$ cat config.mk
export PLATFORM = sky130hd
export DESIGN_NAME = r_division_signed
export DESIGN_NICKNAME = d
export VERILOG_FILES = /design/src/rtl/r_division_signed_pkg.sv /design/src/rtl/r_div_magnitude.sv /design/src/rtl/r_division_signed.sv
export SDC_FILE = /design/constraint.sdc
export NUM_CORES = 1
export LEC_CHECK = 0
export BUFFER_PORTS_ARGS = -buffer_cell sky130_fd_sc_hd__buf_2
export CAP_MARGIN = 15
export CORE_UTILIZATION = 59
export CTS_CLUSTER_DIAMETER = 150
export DETAILED_ROUTE_END_ITERATION = 10
export PLACE_DENSITY = 0.89
export SLEW_MARGIN = 15
export SYNTH_ARGS = -nofsm -noshare
export SYNTH_HDL_FRONTEND = slang
export SYNTH_HIERARCHICAL = 1
export SYNTH_SLANG_ARGS = --single-unit
$ cat constraint.sdc
create_clock -name clk -period 4.3 [get_ports clk]
set_clock_uncertainty 0.15 [all_clocks]
set_input_delay 0.215 -clock clk [delete_from_list [all_inputs] [get_ports clk]]
set_output_delay 0.215 -clock clk [all_outputs]
set_load 0.1 [all_outputs]
$ cat src/rtl/r_division_signed_pkg.sv
// Shared definitions for the sequential signed restoring divider.
//   state_e   : divider FSM states (LOAD -> ITER -> DONE)
//   cnt_width : width of the iteration counter for an N-bit divider
package r_division_signed_pkg;

    typedef enum logic [1:0] {
        LOAD = 2'd0,
        ITER = 2'd1,
        DONE = 2'd2
    } state_e;

    // Counter must represent 0..N, hence clog2(N+1).
    function automatic int cnt_width(input int n);
        return $clog2(n + 1);
    endfunction

endpackage

$ cat src/rtl/r_div_magnitude.sv
// Combinational N-bit conditional two's-complement negate.
// Used as abs() when neg_i is tied to the operand's sign bit, and as the
// result sign correction when neg_i is a captured sign flag.
//   a_i   in  N  operand
//   neg_i in  1  1 = output -a_i, 0 = output a_i
//   y_o   out N  result (for abs of -2^(N-1) this is 2^(N-1) read unsigned)
module r_div_magnitude #(
    parameter int N = 9
) (
    input  logic [N-1:0] a_i,
    input  logic         neg_i,
    output logic [N-1:0] y_o
);

    // Select between pass-through and two's-complement negation.
    always_comb begin
        y_o = a_i;
        if (neg_i) begin
            y_o = ~a_i + {{(N-1){1'b0}}, 1'b1};
        end else begin
            y_o = a_i;
        end
    end

endmodule

$ cat src/rtl/r_division_signed.sv
// Sequential signed restoring divider, one quotient bit per clock.
// Releasing rst starts a division; the result appears N+1 rising edges later
// and holds until the next rst pulse. Quotient truncates toward zero, the
// remainder takes the dividend's sign. Divide by zero yields an all-ones
// quotient and the dividend as remainder.
//   clk   in  1   clock, rising edge
//   rst   in  1   asynchronous active-high reset; release starts a division
//   dd_in in  N   signed dividend (sampled on first edge after release)
//   dr_in in  N   signed divisor  (sampled on first edge after release)
//   out   out 2N  {remainder, quotient}, signed
module r_division_signed
    import r_division_signed_pkg::*;
#(
    parameter int N = 9
) (
    input  logic           clk,
    input  logic           rst,
    input  logic [N-1:0]   dd_in,
    input  logic [N-1:0]   dr_in,
    output logic [2*N-1:0] out
);

    localparam int CW = cnt_width(N);

    state_e          state_q, state_d;
    logic [N:0]      accu, accu_d;     // partial remainder magnitude
    logic [N-1:0]    dd, dd_d;         // dividend shifting out, quotient shifting in
    logic [N-1:0]    dr_q, dr_d;       // divisor magnitude
    logic            quot_neg_q, quot_neg_d;
    logic            rem_neg_q, rem_neg_d;
    logic [CW-1:0]   cnt_q, cnt_d;
    logic [2*N-1:0]  out_q, out_d;

    logic [N-1:0]    dd_abs_s, dr_abs_s;
    logic [N+1:0]    sh_s, trial_s;
    logic [N:0]      accu_step_s;
    logic [N-1:0]    dd_step_s;
    logic [N-1:0]    quot_s, rem_s;

    // Operand conditioning: unsigned magnitudes of the inputs.
    r_div_magnitude #(.N(N)) u_abs_dd (.a_i(dd_in), .neg_i(dd_in[N-1]), .y_o(dd_abs_s));
    r_div_magnitude #(.N(N)) u_abs_dr (.a_i(dr_in), .neg_i(dr_in[N-1]), .y_o(dr_abs_s));

    // One restoring step. sh_s carries an extra top bit so the sign of the
    // trial subtraction is visible without losing accu's MSB.
    assign sh_s        = {accu, dd[N-1]};
    assign trial_s     = sh_s - {2'b00, dr_q};
    assign accu_step_s = trial_s[N+1] ? sh_s[N:0] : trial_s[N:0];
    assign dd_step_s   = {dd[N-2:0], ~trial_s[N+1]};

    // Sign correction of the values the final step will produce.
    r_div_magnitude #(.N(N)) u_neg_quot (.a_i(dd_step_s), .neg_i(quot_neg_q), .y_o(quot_s));
    r_div_magnitude #(.N(N)) u_neg_rem  (.a_i(accu_step_s[N-1:0]), .neg_i(rem_neg_q), .y_o(rem_s));

    // Next-state and datapath update for LOAD / ITER / DONE.
    always_comb begin
        state_d    = state_q;
        accu_d     = accu;
        dd_d       = dd;
        dr_d       = dr_q;
        quot_neg_d = quot_neg_q;
        rem_neg_d  = rem_neg_q;
        cnt_d      = cnt_q;
        out_d      = out_q;
        case (state_q)
            LOAD: begin
                quot_neg_d = dd_in[N-1] ^ dr_in[N-1];
                rem_neg_d  = dd_in[N-1];
                dd_d       = dd_abs_s;
                dr_d       = dr_abs_s;
                accu_d     = {(N+1){1'b0}};
                cnt_d      = {CW{1'b0}};
                state_d    = ITER;
            end
            ITER: begin
                accu_d = accu_step_s;
                dd_d   = dd_step_s;
                cnt_d  = cnt_q + {{(CW-1){1'b0}}, 1'b1};
                if (cnt_q == CW'(N - 1)) begin
                    state_d = DONE;
                    // A zero divisor always reports an all-ones quotient,
                    // regardless of the dividend's sign.
                    if (dr_q == {N{1'b0}}) begin
                        out_d = {rem_s, {N{1'b1}}};
                    end else begin
                        out_d = {rem_s, quot_s};
                    end
                end else begin
                    state_d = ITER;
                end
            end
            DONE: begin
                state_d = DONE;
            end
            default: begin
                state_d = LOAD;
            end
        endcase
    end

    // State and datapath registers, cleared by asynchronous reset.
    always_ff @(posedge clk or posedge rst) begin
        if (rst) begin
            state_q    <= LOAD;
            accu       <= {(N+1){1'b0}};
            dd         <= {N{1'b0}};
            dr_q       <= {N{1'b0}};
            quot_neg_q <= 1'b0;
            rem_neg_q  <= 1'b0;
            cnt_q      <= {CW{1'b0}};
            out_q      <= {(2*N){1'b0}};
        end else begin
            state_q    <= state_d;
            accu       <= accu_d;
            dd         <= dd_d;
            dr_q       <= dr_d;
            quot_neg_q <= quot_neg_d;
            rem_neg_q  <= rem_neg_d;
            cnt_q      <= cnt_d;
            out_q      <= out_d;
        end
    end

    assign out = out_q;

endmodule

==> implementation parameters, run 1 <==
Parameter                              Value

Worst setup path
  Crit Reg-Reg Startpoint ... dd[8]$_DFFE_PP0P_
  CP Class ... register to register
  Critical path endpoint category ... register
  Worst flop-to-flop path endpoint ... out[16]$_DFFE_PP0P_
  Crit start category ... register
  Arrival time reported for the critical path endpoint ... between 3 and 4 ns
  Number of cells traversed by the worst register-to-register path ... 13
  Reg-to-reg slack, setup ... 0.81 ns
  Biggest fanout along the worst timing path ... 14
  Worst endpoint required time ... about 4.4 ns

Layout
  Area added between synthesis and finish ... 10.2%
  Fraction of final layout cells sized beyond drive strength 1 ... 0.218
  Sequential Area ... between 0.001 and 0.0015 mm2
  Ant diodes ... 0
  Number of inserted filler cells in the final layout ... 452
  Area of combinational cells with multiple inputs ... between 0.0015 and 0.002 mm2
  Core occupancy in the finished layout ... 0.691
  Finished Layout Cells ... approximately 470
  # nets final ... 434

CTS
  TritonCTS clock tree ... done
  Clock insertion delay at the later pin of the skew report ... 0.31 ns
  H-Tree Depth ... 2
  Clock Pin Slew Worst Setup and Hold Paths ... around 0.10 ns
  Cts bufs inserted ... 5
  CTS root buffer ... sky130_fd_sc_hd__clkbuf_8
  Post-CTS repair timing setup buffer count ... 0
  CTS Buffer Depth ... 2
  Sinks on the clock net ... 54

Detailed routing
  Via total after detailed routing ... ~2800
  Number of vias per cell after detailed routing ... approximately 5.9
  Number of iterations in the first detailed-routing pass ... 4
  DRC violations left ... 0
  Remaining antenna violation count after routing ... 0
  Total wirelength of the detailed-routed design ... ~7200 um
  Wire per inst ... approximately 15 um
  First DRT Iteration DRCs ... between 150 and 200

Synth
  Synth top area share ... 0.384
  Syn_nets ... 401
  Synth area leader ... sky130_fd_sc_hd__dfrtp_1
  Mapped cell area ... roughly 0.0035 mm2
  Number of register bits inferred by synthesis ... between 50 and 60
  Top FF cell, synth ... sky130_fd_sc_hd__dfrtp_1
  Count of distinct cell types in the synthesized netlist ... 48
  Mapped Avg Cell Area ... just under 10 um2
  Count of mapped cells out of synthesis ... about 370
  Most instantiated cells after synthesis ... sky130_fd_sc_hd__dfrtp_1 (54), sky130_fd_sc_hd__nand2_1 (34), sky130_fd_sc_hd__o21ai_0 (31)
  Share of the yosys chip area belonging to registers ... 0.384
  Most numerous cell in the Yosys netlist ... sky130_fd_sc_hd__dfrtp_1
  Yosys warns ... 6
  Share of flip-flops with an asynchronous set or reset ... 1.00
  Ranking of synthesized cells by area ... sky130_fd_sc_hd__dfrtp_1 (38%), sky130_fd_sc_hd__ha_1 (5.3%), sky130_fd_sc_hd__xnor2_1 (4.5%)
  Number of flops mapped to enable cells by yosys ... 0

Hold path
  Class of the worst hold path ... input pin to register
  Number of cells on the worst hold path ... 2
  Hold Crit Endpoint ... dr_q[0]$_DFFE_PP0P_
  Hold path startpoint ... dr_in[0]

STA
  Slew Limit Fails ... 0
  Transition time at the pin with the least slew margin ... roughly 0.94 ns
  Post-layout min period ... 3.49 ns
  Endpoints failing hold ... 0
  Worst slew margin relative to its limit ... 0.363
  Setup_tns ... 0 ns
  Final period utilization ... 0.811
  Setup violations, final ... 0
  RSZ-0062 raised after global routing ... no
  Achievable frequency ... approximately 290 MHz
  Worst hold slack after final layout ... around 0.038 ns

Floorplan
  Die area ... approximately 0.0063 mm2
  Floorplan die height ... between 70 and 80 um
  Effective utilization at floorplan ... 0.627
  # IOs ... 38
  Core Footprint ... between 0.005 and 0.006 mm2
  Floorplan die width ... about 80 um
  Row count ... 27

GRT
  Wire length of the first global-routing pass ... 12200 um
  Total routing resource utilization after global routing ... 0.248
  Initial antenna violation count ... 0
  Total congestion overflow ... 0
  Largest net degree at the start of global routing ... 55
  Vias in the first global route ... around 2600

Pwr
  Ratio of total power to cell area ... 846 mW/mm2
  Static leakage ... about 1.7 nW
  Maximum VDD drop ... about 550 uV

Place
  Routability congestion estimate from global placement ... just over 0.9
  Count of placed standard cells including taps ... roughly 460
  HPWL after detailed placement ... between 5000 and 6000 um
  Port Buffers ... 37

Flow run
  MaxCap Viol Count ... 0

Status
  Outcome ... complete, no violations
[critical path, stage by stage (launching register included)]
cell,delay (ns)
sky130_fd_sc_hd__dfrtp_1,0.36
sky130_fd_sc_hd__inv_1,0.06
sky130_fd_sc_hd__ha_1,0.22
sky130_fd_sc_hd__fa_1,0.39
sky130_fd_sc_hd__nand2b_1,0.21
sky130_fd_sc_hd__a211oi_2,0.22
sky130_fd_sc_hd__nor2_2,0.09
sky130_fd_sc_hd__xnor2_4,0.29
sky130_fd_sc_hd__buf_4,0.28
sky130_fd_sc_hd__mux2_4,0.35
sky130_fd_sc_hd__nor3_1,0.23
sky130_fd_sc_hd__a21oi_1,0.11
sky130_fd_sc_hd__xor2_1,0.16
sky130_fd_sc_hd__mux2_2,0.27
[cell families after synthesis]
logic type | share of synthesized area
AO/OA/AOI/OAI | 0.189
AND/OR/NAND/NOR | 0.128
flip-flops | 0.384
adder cells (fa/ha/maj) | 0.0591
buffers and inverters | 0.0559
multiplexers | 0.0883
XOR/XNOR | 0.0951
[worst max path at each step]
stage	from	end	slack [ns]	cells past startpoint
final	dd[8]$_DFFE_PP0P_	out[16]$_DFFE_PP0P_	0.81	13
after global routing	dd[8]$_DFFE_PP0P_	out[11]$_DFFE_PP0P_	0.63	15
after CTS	dd[8]$_DFFE_PP0P_	out[16]$_DFFE_PP0P_	0.82	13
after global placement	dr_q[0]$_DFFE_PP0P_	out[16]$_DFFE_PP0P_	0.96	12
after detailed placement	dd[8]$_DFFE_PP0P_	out[16]$_DFFE_PP0P_	0.84	13
after floorplan	dd[8]$_DFFE_PP0P_	out[17]$_DFFE_PP0P_	1.06	12
[report_power, final]
part           switching [mW]  internal, mW  leakage, nW
clock                   0.176         0.177       0.0563
sequential              0.155         0.670        0.639
combinational            1.37         0.727         1.03
[metal layers]
| metal | global-route usage | wire length (um) |
|---|---|---|
| met2 | 0.425 | 3570 |
| met4 | 0.0545 | 59 |
| met3 | 0.0425 | 295 |
| met1 | 0.328 | 3250 |
| met5 | 0 | 0 |
[state kept, by name, indices dropped and copies added, names as in the netlist]
register,count
accu,10
cnt_q,4
dd,9
dr_q,9
out,18
quot_neg_q,1
rem_neg_q,1
state_q,2
[what timing repair did]
item,4_1_cts,5_1_grt
endpoints found under the hold margin,0,27
gates resized for setup,0,0
hold buffers,0,1
[stage by stage]
step / cell area, um2 / power, mW / setup WS, ns
4_1_cts: 3860 / 3.27 / 0.821
2_1_floorplan: 3510 / 2.58 / 1.06
5_1_grt: 3870 / 3.47 / 0.628
6_report: 3870 / 3.28 / 0.814
3_5_place_dp: 3740 / 2.92 / 0.844
3_3_place_gp: 3740 / 2.84 / 0.956
[placed cells by master, fill, tap and decap left out, types with 9 or more instances in the layout]
master                    Yosys  layout
sky130_fd_sc_hd__a21oi_1     22      22
sky130_fd_sc_hd__buf_2        1      37
sky130_fd_sc_hd__dfrtp_1     54      54
sky130_fd_sc_hd__ha_1        15      15
sky130_fd_sc_hd__inv_1       29      28
sky130_fd_sc_hd__mux2_2      12      12
sky130_fd_sc_hd__mux2i_1     10      10
sky130_fd_sc_hd__nand2_1     34      34
sky130_fd_sc_hd__nor2_1      20      20
sky130_fd_sc_hd__o21ai_0     31      31
sky130_fd_sc_hd__o22a_1       9       9
sky130_fd_sc_hd__xnor2_1     18      18
sky130_fd_sc_hd__xor2_1      17      17
[area by class of cell]
type | count | share of cell area
flip-flops and latches | 54 | 0.349
well taps | 72 | 0.0233
repair buffers | 43 | 0.0601
multi-input cells | 265 | 0.509
clock inverters | 3 | 0.0126
inverters | 29 | 0.0284
clock buffers | 5 | 0.0178
Note: power is estimated with default switching activity, not from simulation.
==> inputs of run 2 (changes only) <==
--- a/config.mk
+++ b/config.mk
@@ -7,10 +7,10 @@
 export LEC_CHECK = 0
 export BUFFER_PORTS_ARGS = -buffer_cell sky130_fd_sc_hd__buf_2
 export CAP_MARGIN = 15
-export CORE_UTILIZATION = 59
+export CORE_UTILIZATION = 53
 export CTS_CLUSTER_DIAMETER = 150
 export DETAILED_ROUTE_END_ITERATION = 10
-export PLACE_DENSITY = 0.89
+export PLACE_DENSITY = 0.85
 export SLEW_MARGIN = 15
 export SYNTH_ARGS = -nofsm -noshare
 export SYNTH_HDL_FRONTEND = slang
==> constraint.sdc (replaced) <==
create_clock -name clk -period 2.8 [get_ports clk]
set_clock_uncertainty 0.15 [all_clocks]
set_input_delay 0.14 -clock clk [delete_from_list [all_inputs] [get_ports clk]]
set_output_delay 0.14 -clock clk [all_outputs]
set_load 0.1 [all_outputs]
==> implementation parameters, run 2 (synthesis results as in run 1) <==
Parameter                              Value

Detailed routing
  Number of vias per cell after detailed routing ... 5.62 (-4.7%)
  Wire per inst ... 15.3 um (+0.60%)
  Total wirelength of the detailed-routed design ... 8100 um (+13%)
  First DRT Iteration DRCs ... 143 (-11%)
  DRC violations left ... 0 (unchanged)
  Via total after detailed routing ... 2966 (+6.8%)
  Remaining antenna violation count after routing ... 0 (unchanged)
  Number of iterations in the first detailed-routing pass ... 4 (unchanged)

Worst setup path
  Category of cells accounting for the largest share of critical-path delay ... simple AND/OR/NAND/NOR gates
  Biggest fanout along the worst timing path ... 5 (-9)
  Arrival time reported for the critical path endpoint ... 3.29 ns (-0.26 ns)
  Worst endpoint required time ... 2.87 ns (-1.49 ns)
  Series of cell instances along the critical path ... inv_2 > ha_4 > fa_2 > nand2b_4 > a211oi_2 > nor2_2 > xnor2_4 > buf_12 > mux2_4 > nor4_4 > a31oi_1 > xor2_1 > mux2_4
  Cell with the biggest individual delay on the critical path ... sky130_fd_sc_hd__dfrtp_1
  Critical path endpoint category ... register
  Worst flop-to-flop path endpoint ... out[17]$_DFFE_PP0P_
  Reg-to-reg slack, setup ... -0.43 ns (-1.24 ns)
  Crit Reg-Reg Startpoint ... dd[8]$_DFFE_PP0P_
  Biggest cell delay along the critical path ... 0.38 ns (about the same)
  Buffering stage count on the worst path with inverters included ... 2 (unchanged)
  CP Class ... register to register
  Crit start category ... register
  Most frequent cell on the critical path ... sky130_fd_sc_hd__mux2_4
  Number of cells traversed by the worst register-to-register path ... 13 (unchanged)

Hold path
  Number of cells on the worst hold path ... 4 (+2)
  Class of the worst hold path ... input pin to register
  Hold Crit Endpoint ... dr_q[4]$_DFFE_PP0P_
  Hold path startpoint ... dr_in[4]

Pwr
  Share of total power consumed by net switching ... 0.498 (-0.0221)
  Static leakage ... 1.99 nW (+16%)
  Sw power ... 2.87 mW (+69%)
  Combinational power share ... 0.703 (+0.063)
  Maximum VDD drop ... 1050 uV (+90%)
  Internal power summed over all cells ... 2.90 mW (+84%)
  Register share of total power ... 0.216 (-0.036)
  Ratio of total power to cell area ... 1330 mW/mm2 (+58%)
  Relative contribution of the clock network to total power ... 0.081 (-0.027)

Layout
  Ant diodes ... 0 (unchanged)
  # nets final ... 486 (+12%)
  Area of combinational cells with multiple inputs ... 0.00204 mm2 (+3.3%)
  Number of flip-flops under the largest register name ... 18 (unchanged)
  Highest-count cells in the layout ignoring fill and taps ... sky130_fd_sc_hd__dfrtp_1 (54), sky130_fd_sc_hd__buf_4 (54), sky130_fd_sc_hd__buf_2 (37)
  Fraction of final layout cells sized beyond drive strength 1 ... 0.319 (+0.101)
  Number of inserted filler cells in the final layout ... 486 (+7.5%)
  Sequential Area ... 0.00135 mm2 (unchanged)
  Area added between synthesis and finish ... 23.2%

CTS
  Cts bufs inserted ... 5 (unchanged)
  H-Tree Depth ... 2 (unchanged)
  CTS Buffer Depth ... 2 (unchanged)
  Clock insertion delay at the later pin of the skew report ... 0.32 ns (about the same)
  TritonCTS clock tree ... done
  Clock Pin Slew Worst Setup and Hold Paths ... 0.11 ns (about the same)
  CTS root buffer ... sky130_fd_sc_hd__clkbuf_8
  Sinks on the clock net ... 54 (unchanged)

Place
  HPWL after detailed placement ... 6050 um (+12%)
  Routability congestion estimate from global placement ... 0.861 (-6.7%)
  Port Buffers ... 37 (unchanged)
  Post-Place Worst Slack ... -0.405 ns (-1.25 ns)

STA
  Setup violations, final ... 15 (+15)
  Transition time at the pin with the least slew margin ... 0.861 ns (-0.0841 ns)
  Final period utilization ... 1.15 (+0.341)
  Post-layout min period ... 3.23 ns (-0.260 ns)
  Achievable frequency ... 310 MHz (+8.1%)
  Endpoints failing hold ... 0 (unchanged)
  Worst slew margin relative to its limit ... 0.420 (+0.0567)
  Setup_tns ... -4.38 ns (-4.38 ns)
  RSZ-0062 raised after global routing ... yes
  Slew Limit Fails ... 0 (unchanged)
  Crit path setup slack, layout ... -0.426 ns (-1.24 ns)

GRT
  Total congestion overflow ... 0 (unchanged)
  Wire length of the first global-routing pass ... 14000 um (+15%)
  Largest net degree at the start of global routing ... 30 (-45%)
  Vias in the first global route ... 3058 (+16%)
  Initial antenna violation count ... 0 (unchanged)
  Total routing resource utilization after global routing ... 0.250 (+0.00193)

Floorplan
  Effective utilization at floorplan ... 0.550 (-0.0764)
  Floorplan die width ... 83.4 um (+5.4%)
  # IOs ... 38 (unchanged)
  Floorplan die height ... 83.4 um (+5.4%)
  Die area ... 0.00696 mm2 (+11%)
  Core Footprint ... 0.00639 mm2 (+14%)
  Row count ... 29 (+7.4%)

Status
  Outcome ... complete, but fails checks
  Violated checks ... setup timing

Flow run
  MaxCap Viol Count ... 0 (unchanged)
-- run 2: layer usage --
metal / wire length, um / global-route usage / vias up / part of all wire
met2: 4110 / 0.442 / 67 / 0.51
met5: 0 / 0 / - / 0
met1: 3580 / 0.310 / 1443 / 0.44
met3: 242 / 0.0388 / 14 / 0.030
met4: 159 / 0.0863 / 0 / 0.020
li1: - / - / 1442 / -
-- run 2: worst max path at each step --
| stage | from | cells after the start | end |
|---|---|---|---|
| 2_1_floorplan | dd[8]$_DFFE_PP0P_ | 12 | out[17]$_DFFE_PP0P_ |
| 3_3_place_gp | dd[8]$_DFFE_PP0P_ | 13 | out[17]$_DFFE_PP0P_ |
| 3_5_place_dp | dd[8]$_DFFE_PP0P_ | 13 | out[17]$_DFFE_PP0P_ |
| 4_1_cts | dr_q[0]$_DFFE_PP0P_ | 12 | out[17]$_DFFE_PP0P_ |
| 5_1_grt | dd[8]$_DFFE_PP0P_ | 13 | out[15]$_DFFE_PP0P_ |
| 6_report | dd[8]$_DFFE_PP0P_ | 13 | out[17]$_DFFE_PP0P_ |
-- run 2: tightest hold or removal path: cells and delay by family --
family	cells	cell delay, ns
buffers and inverters	1	0.12
XOR/XNOR	1	0.07
AO/OA/AOI/OAI	1	0.06
AND/OR/NAND/NOR	1	0.05
-- run 2: per-stage QoR --
stage / instances / area (um2) / power (mW) / hold WS, ns / util
6_report: 528 / 4330 / 5.77 / 0.0234 / 0.678
5_1_grt: 528 / 4330 / 6.12 / 0.0355 / 0.678
4_1_cts: 528 / 4320 / 5.76 / 0.0164 / 0.677
3_5_place_dp: 516 / 4150 / 5.19 / 0.105 / 0.650
3_3_place_gp: 516 / 4150 / 5.03 / 0.0906 / 0.650
2_1_floorplan: 365 / 3540 / 4.02 / 0.142 / -
-- run 2: repair_timing --
item / CTS / global route
hold buffers: 3 / 0
setup buffers: 1 / 0
pin swaps: 5 / 0
resized for setup: 8 / 2
endpoints found under the setup margin: 15 / 18
endpoints found under the hold margin: 29 / 0
-- run 2: layout make-up --
class	instances	area share
multi-input cells	265	0.470
flip-flops and latches	54	0.312
repair buffers	95	0.148
inverters	29	0.0251
well taps	77	0.0222
clock buffers	5	0.0159
clock inverters	3	0.00664
-- run 2: power groups by stage --
stage               sequential [mW]  combinational, mW  clock (mW)
global route                   1.28               4.32       0.515
CTS                            1.25               4.04       0.478
floorplan                      2.13               1.89           0
detailed placement             1.26               3.93           0
finish                         1.25               4.06       0.469
global placement               1.24               3.79           0
